$ cat src/rtl/fetch_unit.sv
// -----------------------------------------------------------------------------
// fetch_unit
//   Fetch stage and IF/ID pipeline register for the RV32I pipeline.
//   Owns PC_F, issues instruction-memory requests over a req/ready handshake
//   with variable latency, and presents one instruction per cycle to decode.
//   Hazard stall holds the IF/ID register; flush (PCSrc_E) squashes it and
//   redirects the PC.
//
// Ports
//   clk         in   1   clock, rising edge
//   rst         in   1   asynchronous active-high reset
//   stall       in   1   hold PC_F and IF/ID
//   flush       in   1   redirect: squash IF/ID, load PCTarget_E
//   PCTarget_E  in  32   redirect target
//   imem_req    out  1   fetch request
//   imem_addr   out 32   fetch address (always PC_F)
//   imem_ready  in   1   response valid (may coincide with req)
//   imem_rdata  in  32   instruction word
//   instr_D     out 32   IF/ID instruction
//   PC_D        out 32   IF/ID PC
//   PCPlus4_D   out 32   IF/ID PC+4
//   valid_D     out  1   IF/ID holds a real instruction
// -----------------------------------------------------------------------------
module fetch_unit #(
    parameter logic [31:0] RESET_PC  = 32'h0000_0000,
    parameter logic [31:0] NOP_INSTR = 32'h0000_0013
) (
    input  logic        clk,
    input  logic        rst,
    input  logic        stall,
    input  logic        flush,
    input  logic [31:0] PCTarget_E,
    output logic        imem_req,
    output logic [31:0] imem_addr,
    input  logic        imem_ready,
    input  logic [31:0] imem_rdata,
    output logic [31:0] instr_D,
    output logic [31:0] PC_D,
    output logic [31:0] PCPlus4_D,
    output logic        valid_D
);

    localparam logic [1:0] ST_FETCH = 2'd0;  // request outstanding at PC_F
    localparam logic [1:0] ST_HOLD  = 2'd1;  // word captured under stall, waiting for decode
    localparam logic [1:0] ST_DRAIN = 2'd2;  // squashed request in flight, response discarded

    logic [1:0]  state_q, state_d;
    logic [31:0] pc_q, pc_d;
    logic [31:0] redirect_q, redirect_d;
    logic [31:0] buf_instr_q, buf_instr_d;
    logic [31:0] buf_pc_q, buf_pc_d;
    logic [31:0] instr_q, instr_d;
    logic [31:0] pcd_q, pcd_d;
    logic [31:0] pcp4_q, pcp4_d;
    logic        vld_q, vld_d;

    logic [31:0] pc_plus4;
    logic [31:0] buf_pc_plus4;

    assign pc_plus4     = pc_q + 32'd4;
    assign buf_pc_plus4 = buf_pc_q + 32'd4;

    // The address register only advances on a transfer or a redirect, so it
    // is naturally stable while a request is waiting for ready.
    assign imem_req  = (state_q != ST_HOLD);
    assign imem_addr = pc_q;

    assign instr_D   = instr_q;
    assign PC_D      = pcd_q;
    assign PCPlus4_D = pcp4_q;
    assign valid_D   = vld_q;

    // ---- fetch control / IF/ID next state ----
    always_comb begin
        state_d     = state_q;
        pc_d        = pc_q;
        redirect_d  = redirect_q;
        buf_instr_d = buf_instr_q;
        buf_pc_d    = buf_pc_q;
        instr_d     = instr_q;
        pcd_d       = pcd_q;
        pcp4_d      = pcp4_q;
        vld_d       = vld_q;

        // Flush always bubbles IF/ID, whatever the state; the bubble carries
        // the current PC_F so decode sees a well-defined PC.
        if (flush) begin
            instr_d = NOP_INSTR;
            pcd_d   = pc_q;
            pcp4_d  = pc_plus4;
            vld_d   = 1'b0;
        end

        case (state_q)
            ST_FETCH: begin
                if (flush) begin
                    if (imem_ready) begin
                        pc_d = PCTarget_E;
                    end else begin
                        // Request cannot be withdrawn; park the target until
                        // the stale response arrives.
                        redirect_d = PCTarget_E;
                        state_d    = ST_DRAIN;
                    end
                end else if (imem_ready) begin
                    pc_d = pc_plus4;
                    if (stall) begin
                        buf_instr_d = imem_rdata;
                        buf_pc_d    = pc_q;
                        state_d     = ST_HOLD;
                    end else begin
                        instr_d = imem_rdata;
                        pcd_d   = pc_q;
                        pcp4_d  = pc_plus4;
                        vld_d   = 1'b1;
                    end
                end else if (!stall) begin
                    instr_d = NOP_INSTR;
                    pcd_d   = pc_q;
                    pcp4_d  = pc_plus4;
                    vld_d   = 1'b0;
                end
            end

            ST_HOLD: begin
                if (flush) begin
                    pc_d    = PCTarget_E;
                    state_d = ST_FETCH;
                end else if (!stall) begin
                    instr_d = buf_instr_q;
                    pcd_d   = buf_pc_q;
                    pcp4_d  = buf_pc_plus4;
                    vld_d   = 1'b1;
                    state_d = ST_FETCH;
                end
            end

            ST_DRAIN: begin
                if (flush) begin
                    redirect_d = PCTarget_E;
                end else if (!stall) begin
                    instr_d = NOP_INSTR;
                    pcd_d   = pc_q;
                    pcp4_d  = pc_plus4;
                    vld_d   = 1'b0;
                end
                if (imem_ready) begin
                    // A same-cycle flush supersedes the parked target.
                    pc_d    = flush ? PCTarget_E : redirect_q;
                    state_d = ST_FETCH;
                end
            end

            default: begin
                state_d = ST_FETCH;
            end
        endcase
    end

    // ---- state registers ----
    always_ff @(posedge clk or posedge rst) begin
        if (rst) begin
            state_q     <= ST_FETCH;
            pc_q        <= RESET_PC;
            redirect_q  <= 32'd0;
            buf_instr_q <= 32'd0;
            buf_pc_q    <= 32'd0;
            instr_q     <= NOP_INSTR;
            pcd_q       <= 32'd0;
            pcp4_q      <= 32'd0;
            vld_q       <= 1'b0;
        end else begin
            state_q     <= state_d;
            pc_q        <= pc_d;
            redirect_q  <= redirect_d;
            buf_instr_q <= buf_instr_d;
            buf_pc_q    <= buf_pc_d;
            instr_q     <= instr_d;
            pcd_q       <= pcd_d;
            pcp4_q      <= pcp4_d;
            vld_q       <= vld_d;
        end
    end

endmodule

$ cat config.mk
export PLATFORM = sky130hd
export DESIGN_NAME = fetch_unit
export DESIGN_NICKNAME = d
export VERILOG_FILES = /design/src/rtl/fetch_unit.sv
export SDC_FILE = /design/constraint.sdc
export NUM_CORES = 1
export LEC_CHECK = 0
export CAP_MARGIN = 15
export CORE_MARGIN = 1.5
export CORE_UTILIZATION = 33
export DETAILED_ROUTE_END_ITERATION = 6
export PLACE_DENSITY = 0.53
export SLEW_MARGIN = 10
export SYNTH_ARGS = -nofsm -noshare
export SYNTH_HDL_FRONTEND = slang
export SYNTH_SLANG_ARGS = --single-unit
$ cat constraint.sdc
create_clock -name clk -period 8.44 [get_ports clk]
set_input_delay 0.844 -clock clk [delete_from_list [all_inputs] [get_ports clk]]
set_output_delay 0.844 -clock clk [all_outputs]
set_load 0.01 [all_outputs]
==> flow_summary.toml, run 1 <==
[floorplan]
die_area_um2 = 40300
die_h_um = 201
initial_utilization_pct = 33.4
ioPinCount = 199
std_cell_rows = 72
die_w_um = 201
core_um2 = 38600

[sta]
finClkSkew_ns = 0.0102
fin_ws_ns = 4.73
hold_viol_final = 0
tns_ns = 0
drv_slew = 0
fmax_ghz = 0.269
rsz0062_at_grt = "false"
fin_crit_sh_pct = 44.0
max_slew_margin_pct = 25.4
fin_crit_ns = 3.71
finalSetupViolations = 0
max_slew.worst_pin.slew_ns = 1.12

[power]
p_comb_share_pct = 44.3
p_total_mw = 6.28
power_switching_mw = 2.64
seqPwrFrac_pct = 35.1
max-vdd-ir-drop_v = 0.000221
clockPowerShare_pct = 20.7
p_sw_share_pct = 42.0
p_int_mw = 3.64
power_density_nw_per_um2 = 387
p_leak_nw = 6.51

[grt]
grt_pass1_wl_um = 70600
grt_overflow = 0
use_met3_pct = 3.12
grtUsageMet2_pct = 35.0
grt_pass1_vias = 11137
antenna_found_initial = 1
use_met1_pct = 32.4
grt.busiest_layer = "met2"
track_usage_pct = 22.3
grt_max_degree = 98

[yosys]
synth_seq_cells = 227
synth_compound_area_share_pct = 21.1
yosysMostFrequentCell = "dfrtp_1"
synth_top_family_by_area = "compound AO/OA/AOI/OAI gates"
syn_area_um2 = 12900
synth_warnings = 0
syn-mean-instance-area_um2 = 9.19
yosys.area.top_type = "dfrtp_1"
ys_async_sr_fraction_pct = 100
yosysSeqAreaShare_pct = 44.0
synth-main-ff-cell = "dfrtp_1"
synth_area_leaders = "dfrtp_1 43%, mux2_2 9.2%, nand2_1 5.2%, o21ai_0 4.5%, a21oi_1 4.4%"
netlist_top_cells_count = "224 x dfrtp_1, 178 x nand2_1, 115 x o21ai_0, 113 x a21oi_1, 105 x mux2_2"
synth_top_area_share_pct = 43.4
synth-xor-area-share_pct = 3.52
synth-simple-area-share_pct = 13.5
syn_nets = 1480
synth_cell_type_count = 68
synth_cells = 1405
synthMuxAreaShare_pct = 12.5
synth_edf_count = 0
synth_adder_area_share_pct = 0.581

[drt]
drtIter0Drc = 1206
wirelength_um = 45800
drc_errors = 0
via_count = 11582
post_drt_wl_per_cell_um = 22.2
drtAntennaViolNets = 0
dr.pass1.iters = 5
via_per_inst = 5.62

[layout]
areaGrowthSynthToFinish_pct = 25.6
num-nets-final = 1596
drive_gt1_share_pct = 13.2
antenna_cells = 0
nFillCells = 3777

[clock_tree]
cts_root_buf = "clkbuf_16"
cts_made_buffers = 28
clkSinkCount = 227
cts-resized-gates = 0
insertion_delay_ns = 0.56
clockBufferDepth = 3
ctsHtreeMaxLevel = 1
post_cts_buffers = 0
cts.clk_slew.worst_paths_ns = 0.06
hold_buffers = 0
cts_tree = "built"

[worst_setup_path]
cp_max_fo = 68
crit_arrival_ns = 4.14
path_class = "in2reg"
worstPathRequired_ns = 8.87
start_kind = "primary input"
cp-end-kind = "flip-flop"

[placed_design]
hpwl_um = 31300
dp_slack_ns = 4.17
place.gp.congestion = 0.866
portBuffers = 198

[status]
status = "finished clean"

[min_path]
hold_path.class = "reg2reg"

[job]
maxCapViolCount = 0
==> cells by family (layout without fill, tap and decap cells) <==
family,Yosys count,after routing
buffers and inverters,159,297
xor gates and xnor gates,51,51
muxes,148,148
DFF,227,227
AOI/OAI and AO/OA,434,434
adders and majority gates,6,6
and+or+nand+nor,380,380
==> state kept, by name (all words and copies together), names as in the netlist <==
register and count:
redirect_q 32, valid_D 1, buf_instr_q 32, PC_D 32, instr_D 32, state_q 2, PCPlus4_D 32, imem_addr 32
buf_pc_q 32
==> power by group through the flow <==
stage / registers [mW] / clock network, mW / logic, mW
2_1_floorplan: 1.96 / 0 / 1.79
3_3_place_gp: 2.19 / 0 / 2.73
3_5_place_dp: 2.20 / 0 / 2.77
4_1_cts: 2.19 / 1.32 / 2.79
5_1_grt: 2.27 / 1.37 / 3.03
6_report: 2.20 / 1.30 / 2.78
==> metrics by stage <==
step / cells / utilization, % / hold slack, ns / area (um2)
detailed placement: 2008 / 39.4 / 0.473 / 15200
floorplan: 1405 / - / 0.446 / 12900
finish: 2061 / 42.0 / 0.478 / 16200
global route: 2061 / 42.0 / 0.513 / 16200
global placement: 2008 / 39.4 / 0.460 / 15200
CTS: 2060 / 41.9 / 0.485 / 16200
==> worst max-delay path, stage by stage <==
cell,delay (ns)
clkdlybuf4s50_1,0.46
buf_4,0.29
nor2b_4,0.92
nand3_4,0.96
mux2_2,0.62
==> final timing paths <==
| path | from | to | slack (ns) | cells past startpoint |
|---|---|---|---|---|
| worst min-delay path | instr_D[8] | instr_D[8] | 0.48 | 2 |
| min in group asynchronous | rst | buf_instr_q[31] | 0.83 | 2 |
| worst min register to register | instr_D[8] | instr_D[8] | 0.48 | 2 |
| worst max-delay path | stall | buf_pc_q[1] | 4.73 | 5 |
| max in group asynchronous | rst | PC_D[4] | 6.18 | 3 |
| worst max register to register | state_q[0] | PCPlus4_D[26] | 5.21 | 8 |
==> placed cells by master, fill, tap and decap left out, types with 8 or more instances in the layout <==
| cell | netlist | routed |
|---|---|---|
| buf_4 | 3 | 20 |
| a221oi_1 | 12 | 12 |
| a22oi_1 | 44 | 44 |
| a21oi_1 | 113 | 112 |
| nand3_1 | 34 | 33 |
| nor4_1 | 11 | 11 |
| o221ai_1 | 8 | 8 |
| mux2i_1 | 43 | 43 |
| a31oi_1 | 15 | 15 |
| a22o_1 | 27 | 27 |
| and3_1 | 10 | 10 |
| clkdlybuf4s50_1 | 0 | 197 |
| o21ai_0 | 115 | 115 |
| o22ai_1 | 45 | 45 |
| xor2_1 | 19 | 19 |
| mux2_2 | 105 | 105 |
| nand4_1 | 20 | 20 |
| dfrtp_1 | 224 | 224 |
| a211oi_1 | 8 | 8 |
| inv_1 | 25 | 24 |
| xnor2_1 | 31 | 31 |
| nand2_1 | 178 | 178 |
| nor2_1 | 73 | 69 |
| nor3_1 | 15 | 15 |
| clkbuf_16 | 0 | 28 |
==> metal layers <==
| layer | vias to the layer above | part of all wire, % |
|---|---|---|
| met4 | 0 | 2.0 |
| li1 | 5342 | - |
| met2 | 418 | 46 |
| met3 | 57 | 6.0 |
| met1 | 5765 | 46 |
| met5 | - | 0 |
==> cell type report <==
| cell class | count | area (um2) | share of cell area, % |
|---|---|---|---|
| clock buffer | 39 | 782 | 4.82 |
| clock inverter | 13 | 205 | 1.27 |
| inverter | 27 | 109 | 0.671 |
| multi-input combinational | 1019 | 6660 | 41.1 |
| sequential | 227 | 5680 | 35.1 |
| tap | 518 | 648 | 4.00 |
| timing repair buffer | 218 | 2130 | 13.1 |
(Power assumes the default switching activity.)
==> run 2: changes to the inputs <==
clock period = 3.9 ns   (was 8.44 ns; I/O delays follow)
==> run 2 against run 1 <==
Largest cell class unchanged. Highest routed layer is now met5. Non-clock buffer count increased by 16. Via count grew 0.82%. Sequential cell count is the same. Clock power rose by 110%. Critical path depth is 1 lower. Design area rose by 0.64%. Critical path type is now reg2out. Global-route usage up 0.43 points. Critical endpoint is now imem_req. Register-to-register slack got worse by 4.2 ns.
==> flow_summary.toml, run 2 (same netlist as run 1, synthesis figures left out) <==
[status]
status = "finished clean"

[clock_tree]
cts_tree = "built"
cts-resized-gates = 0
post_cts_buffers = 0
hold_buffers = 0
clkSinkCount = 227
cts.clk_slew.worst_paths_ns = 0.06
ctsHtreeMaxLevel = 1
cts_root_buf = "clkbuf_16"
clockBufferDepth = 3
insertion_delay_ns = 0.56
cts_made_buffers = 28

[layout]
drive_gt1_share_pct = 13.9
num-nets-final = 1612
areaGrowthSynthToFinish_pct = 26.4
mostFrequentLayoutCells = "224 x dfrtp_1, 197 x clkdlybuf4s50_1, 178 x nand2_1, 115 x o21ai_0, 112 x a21oi_1"
antenna_cells = 0
final_common_cell = "dfrtp_1"
fin_cells = 2076
design_area_um2 = 16300

[power]
p_int_mw = 7.82
max-vdd-ir-drop_v = 0.000372
clockPowerShare_pct = 19.6
power_density_nw_per_um2 = 833
p_sw_share_pct = 42.5
seqPwrFrac_pct = 35.1
power_switching_mw = 5.78
p_leak_nw = 6.57
p_comb_share_pct = 45.3

[drt]
via_per_inst = 5.62
drtIter0Drc = 1111
via_count = 11677
dr.pass1.iters = 5
post_drt_wl_per_cell_um = 22.5
drtAntennaViolNets = 0
wirelength_um = 46600
drc_errors = 0

[sta]
hold_ws_ns = 0.227
fin_ws_ns = 0.882
max_slew_margin_pct = 37.7
tns_ns = 0
drv_slew = 0
fin_crit_ns = 3.02
max_slew.worst_pin.slew_ns = 0.930
hold_viol_final = 0
fmax_ghz = 0.331
fin_crit_sh_pct = 77.4
rsz0062_at_grt = "false"
finalSetupViolations = 0
finClkSkew_ns = 0.0158

[floorplan]
die_area_um2 = 40300
ioPinCount = 199
initial_utilization_pct = 33.4
std_cell_rows = 72
core_um2 = 38600
die_h_um = 201
die_w_um = 201

[worst_setup_path]
worstPathCellList = "inv_1 -> ha_2 -> clkinv_1 -> clkdlybuf4s50_1"
start_kind = "flip-flop"
cp-end-kind = "output port"
rrSetupSlack_ns = 1.05
reg2reg_depth = 7
cp_max_fo = 12
path_class = "reg2out"
startpoint = "state_q[1]"
crit_path_max_incr_delay_ns = 0.64
worstPathRequired_ns = 3.51
crit_arrival_ns = 2.63
r2r-end = "PCPlus4_D[30]"
crit_slowest_cell = "clkdlybuf4s50_1"
r2r-start = "imem_addr[3]"

[min_path]
hold_end = "PCPlus4_D[28]"
min_from = "flush"
hold_path.class = "in2reg"
hold_depth = 2

[placed_design]
hpwl_um = 32700
portBuffers = 198
dp.cells = 2025
dpl_cell_area_um2 = 15400
dp_slack_ns = 1.08
place.gp.congestion = 0.922

[grt]
grt_overflow = 0
grt_pass1_wl_um = 71200
antenna_found_initial = 1
track_usage_pct = 22.7
grt_max_degree = 100
grt_pass1_vias = 11174

[job]
maxCapViolCount = 0
==> run 2: cell types whose count changed in the layout (fill, tap and decap cells not counted), sizes merged <==
cell	change
clkbuf	+4
bufinv	-3
clkinvlp	+2
inv	-1
buf	+16
clkinv	-3
==> run 2: area by class of cell <==
| type | count | area [um2] |
|---|---|---|
| inverters | 27 | 105 |
| multi-input cells | 1019 | 6650 |
| clock inverters | 8 | 92.6 |
| clock buffers | 43 | 838 |
| well taps | 518 | 648 |
| flip-flops and latches | 227 | 5680 |
| fillers | 3793 | 22300 |
| repair buffers | 234 | 2300 |
==> run 2: power groups by stage <==
stage               sequential (mW)  combinational (mW)  clock (mW)
floorplan                      4.23                3.88           0
global placement               4.74                6.08           0
detailed placement             4.77                6.12           0
CTS                            4.74                6.16        2.72
global route                   4.91                6.71        2.80
finish                         4.77                6.16        2.67
==> run 2: worst max-delay path: cells and delay by family, from the launching register on <==
| kind | cells | cell delay, ns |
|---|---|---|
| buffers and inverters | 3 | 1.28 |
| DFF | 1 | 0.41 |
| adders and majority gates | 1 | 0.39 |
==> run 2: per-stage QoR <==
step	power (mW)	util, %
detailed placement	10.9	39.8
CTS	13.6	42.2
finish	13.6	42.2
floorplan	8.12	-
global route	14.4	42.2
global placement	10.8	39.8
==> run 2: worst max path at each step <==
stage	endpoint	slack, ns	depth (start not counted)
2_1_floorplan	PCPlus4_D[0]	0.55	1
3_3_place_gp	PCPlus4_D[30]	1.12	7
3_5_place_dp	PCPlus4_D[30]	1.08	7
4_1_cts	imem_req	0.87	4
5_1_grt	imem_req	0.82	4
6_report	imem_req	0.88	4
==> run 2: metal layers <==
layer | vias up | GRT usage, % | wire (um)
li1 | 5377 | - | -
met1 | 5799 | 33.0 | 21200
met2 | 425 | 34.5 | 20900
met3 | 74 | 3.51 | 3080
met4 | 2 | 7.63 | 1390
met5 | - | 0 | 17
==> run 3: changes to the inputs <==
PLACE_DENSITY = 0.55   (was 0.53)
clock period = 2.7 ns   (was 3.9 ns; I/O delays follow)
==> run 3 against run 2 <==
Total power is 46% higher. Sequential share of layout area is 0.88 points lower. Clock skew is 0.0058 ns higher. Wire length is 1.5% higher. Sequential power is 30% higher. Setup slack worse by 0.74 ns. Critical endpoint unchanged.
==> flow_summary.toml, run 3 (same netlist as run 1, synthesis figures left out) <==
[layout]
mostFrequentLayoutCells = "224 x dfrtp_1, 197 x clkdlybuf4s50_1, 178 x nand2_1, 115 x o21ai_0, 112 x a21oi_1"
final_common_cell = "dfrtp_1"
fin_cells = 2133
final_util_pct = 43.3
nFillCells = 3764
areaGrowthSynthToFinish_pct = 29.7
drive_gt1_share_pct = 17.2
antenna_cells = 0
num-nets-final = 1675

[worst_setup_path]
reg2reg_depth = 7
cp_max_fo = 24
cp.buffers_inverters = 5
cp-end-kind = "output port"
r2r-end = "PCPlus4_D[30]"
crit_path_max_incr_delay_ns = 0.48
crit_cells = 6
r2r-start = "imem_addr[2]"
cp_top_family = "buffers and inverters"
crit_slowest_cell = "clkdlybuf4s50_1"
rrSetupSlack_ns = 0.16
worstPathRequired_ns = 2.43
crit_arrival_ns = 2.29
path_class = "reg2out"
worstPathCellList = "inv_1 -> ha_2 -> buf_8 -> clkinv_1 -> buf_4 -> clkdlybuf4s50_1"
start_kind = "flip-flop"

[placed_design]
portBuffers = 198
dp.cells = 2089
hpwl_um = 34000
place.gp.congestion = 0.923

[sta]
fin_crit_ns = 2.56
drv_slew = 0
hold_viol_final = 0
finClkSkew_ns = 0.0216
max_slew_margin_pct = 43.5
max_slew.worst_pin.slew_ns = 0.846
fin_crit_sh_pct = 94.9
rsz0062_at_grt = "false"
finalSetupViolations = 0
fmax_ghz = 0.390

[drt]
wirelength_um = 47400
wl_met2_um = 21300
drt-met1-wl_um = 21500
drc_errors = 0
post_drt_wl_per_cell_um = 22.2
drtAntennaViolNets = 0
dr.max_layer_used = "met4"
drtIter0Drc = 1022
dr.pass1.iters = 5
via_count = 11925
via_per_inst = 5.59
wl_met3_um = 2980

[min_path]
min_from = "flush"
hold_depth = 2
hold_path.class = "in2reg"
hold_end = "PCPlus4_D[20]"

[clock_tree]
insertion_delay_ns = 0.54
post_cts_buffers = 0
cts_root_buf = "clkbuf_16"
clockBufferDepth = 3
cts_made_buffers = 27
cts_tree = "built"
ctsHtreeMaxLevel = 1
cts.clk_slew.worst_paths_ns = 0.06
clkSinkCount = 227

[power]
p_leak_nw = 6.86
power_density_nw_per_um2 = 1190
max-vdd-ir-drop_v = 0.000508
p_total_mw = 19.9

[floorplan]
die_area_um2 = 40300
initial_utilization_pct = 33.4
core_um2 = 38600
die_w_um = 201
ioPinCount = 199
std_cell_rows = 72
die_h_um = 201

[job]
maxCapViolCount = 0

[grt]
grt_pass1_wl_um = 73000
track_usage_pct = 23.2
antenna_found_initial = 2
grt_max_degree = 70
grt_pass1_vias = 11720
grt_overflow = 0

[status]
status = "finished clean"
run 3: worst max path at each step:
stage,from,end,slack [ns]
after floorplan,rst,PCPlus4_D[0],-0.53
after global placement,imem_addr[2],PCPlus4_D[30],0.23
final,state_q[1],imem_req,0.14
after CTS,state_q[1],imem_req,0.002
after detailed placement,imem_addr[2],PCPlus4_D[30],0.19
after global routing,state_q[1],imem_req,0.004
run 3: metal layers:
layer / global-route usage, % / vias up
li1: - / 5502
met1: 33.6 / 5911
met2: 35.8 / 436
met3: 3.02 / 76
met4: 7.87 / 0
met5: 0 / -
run 3: what timing repair did:
| item | CTS | global route |
|---|---|---|
| resized for setup | 0 | 2 |
| endpoints found under the setup margin | 0 | 1 |
| endpoints found under the hold margin | 0 | 0 |
| hold buffers | 0 | 0 |
run 3: final cells by class:
type / instances / area (um2) / area share, %
multi-input combinational: 1019 / 6650 / 39.7
sequential: 227 / 5680 / 33.9
clock inverter: 5 / 27.5 / 0.164
inverter: 27 / 105 / 0.628
timing repair buffer: 298 / 2830 / 16.9
clock buffer: 39 / 801 / 4.78
tap: 518 / 648 / 3.87
run 3: power by group:
part | switching (mW) | leakage, nW | total [mW] | internal (mW)
combinational | 5.60 | 3.58 | 10.2 | 4.57
clock | 1.48 | 0.411 | 3.51 | 2.03
sequential | 1.29 | 2.86 | 6.18 | 4.89
run 3: through the flow:
| stage | worst slack, ns | hold WS [ns] | area (um2) | TNS (ns) |
|---|---|---|---|---|
| 2_1_floorplan | -0.534 | 0.421 | 12900 | -119.51 |
| 3_3_place_gp | 0.234 | 0.460 | 15900 | 0 |
| 3_5_place_dp | 0.192 | 0.473 | 15900 | 0 |
| 4_1_cts | 0.00210 | 0.0990 | 16700 | 0 |
| 5_1_grt | 0.00420 | 0.126 | 16700 | 0 |
| 6_report | 0.137 | 0.128 | 16700 | 0 |
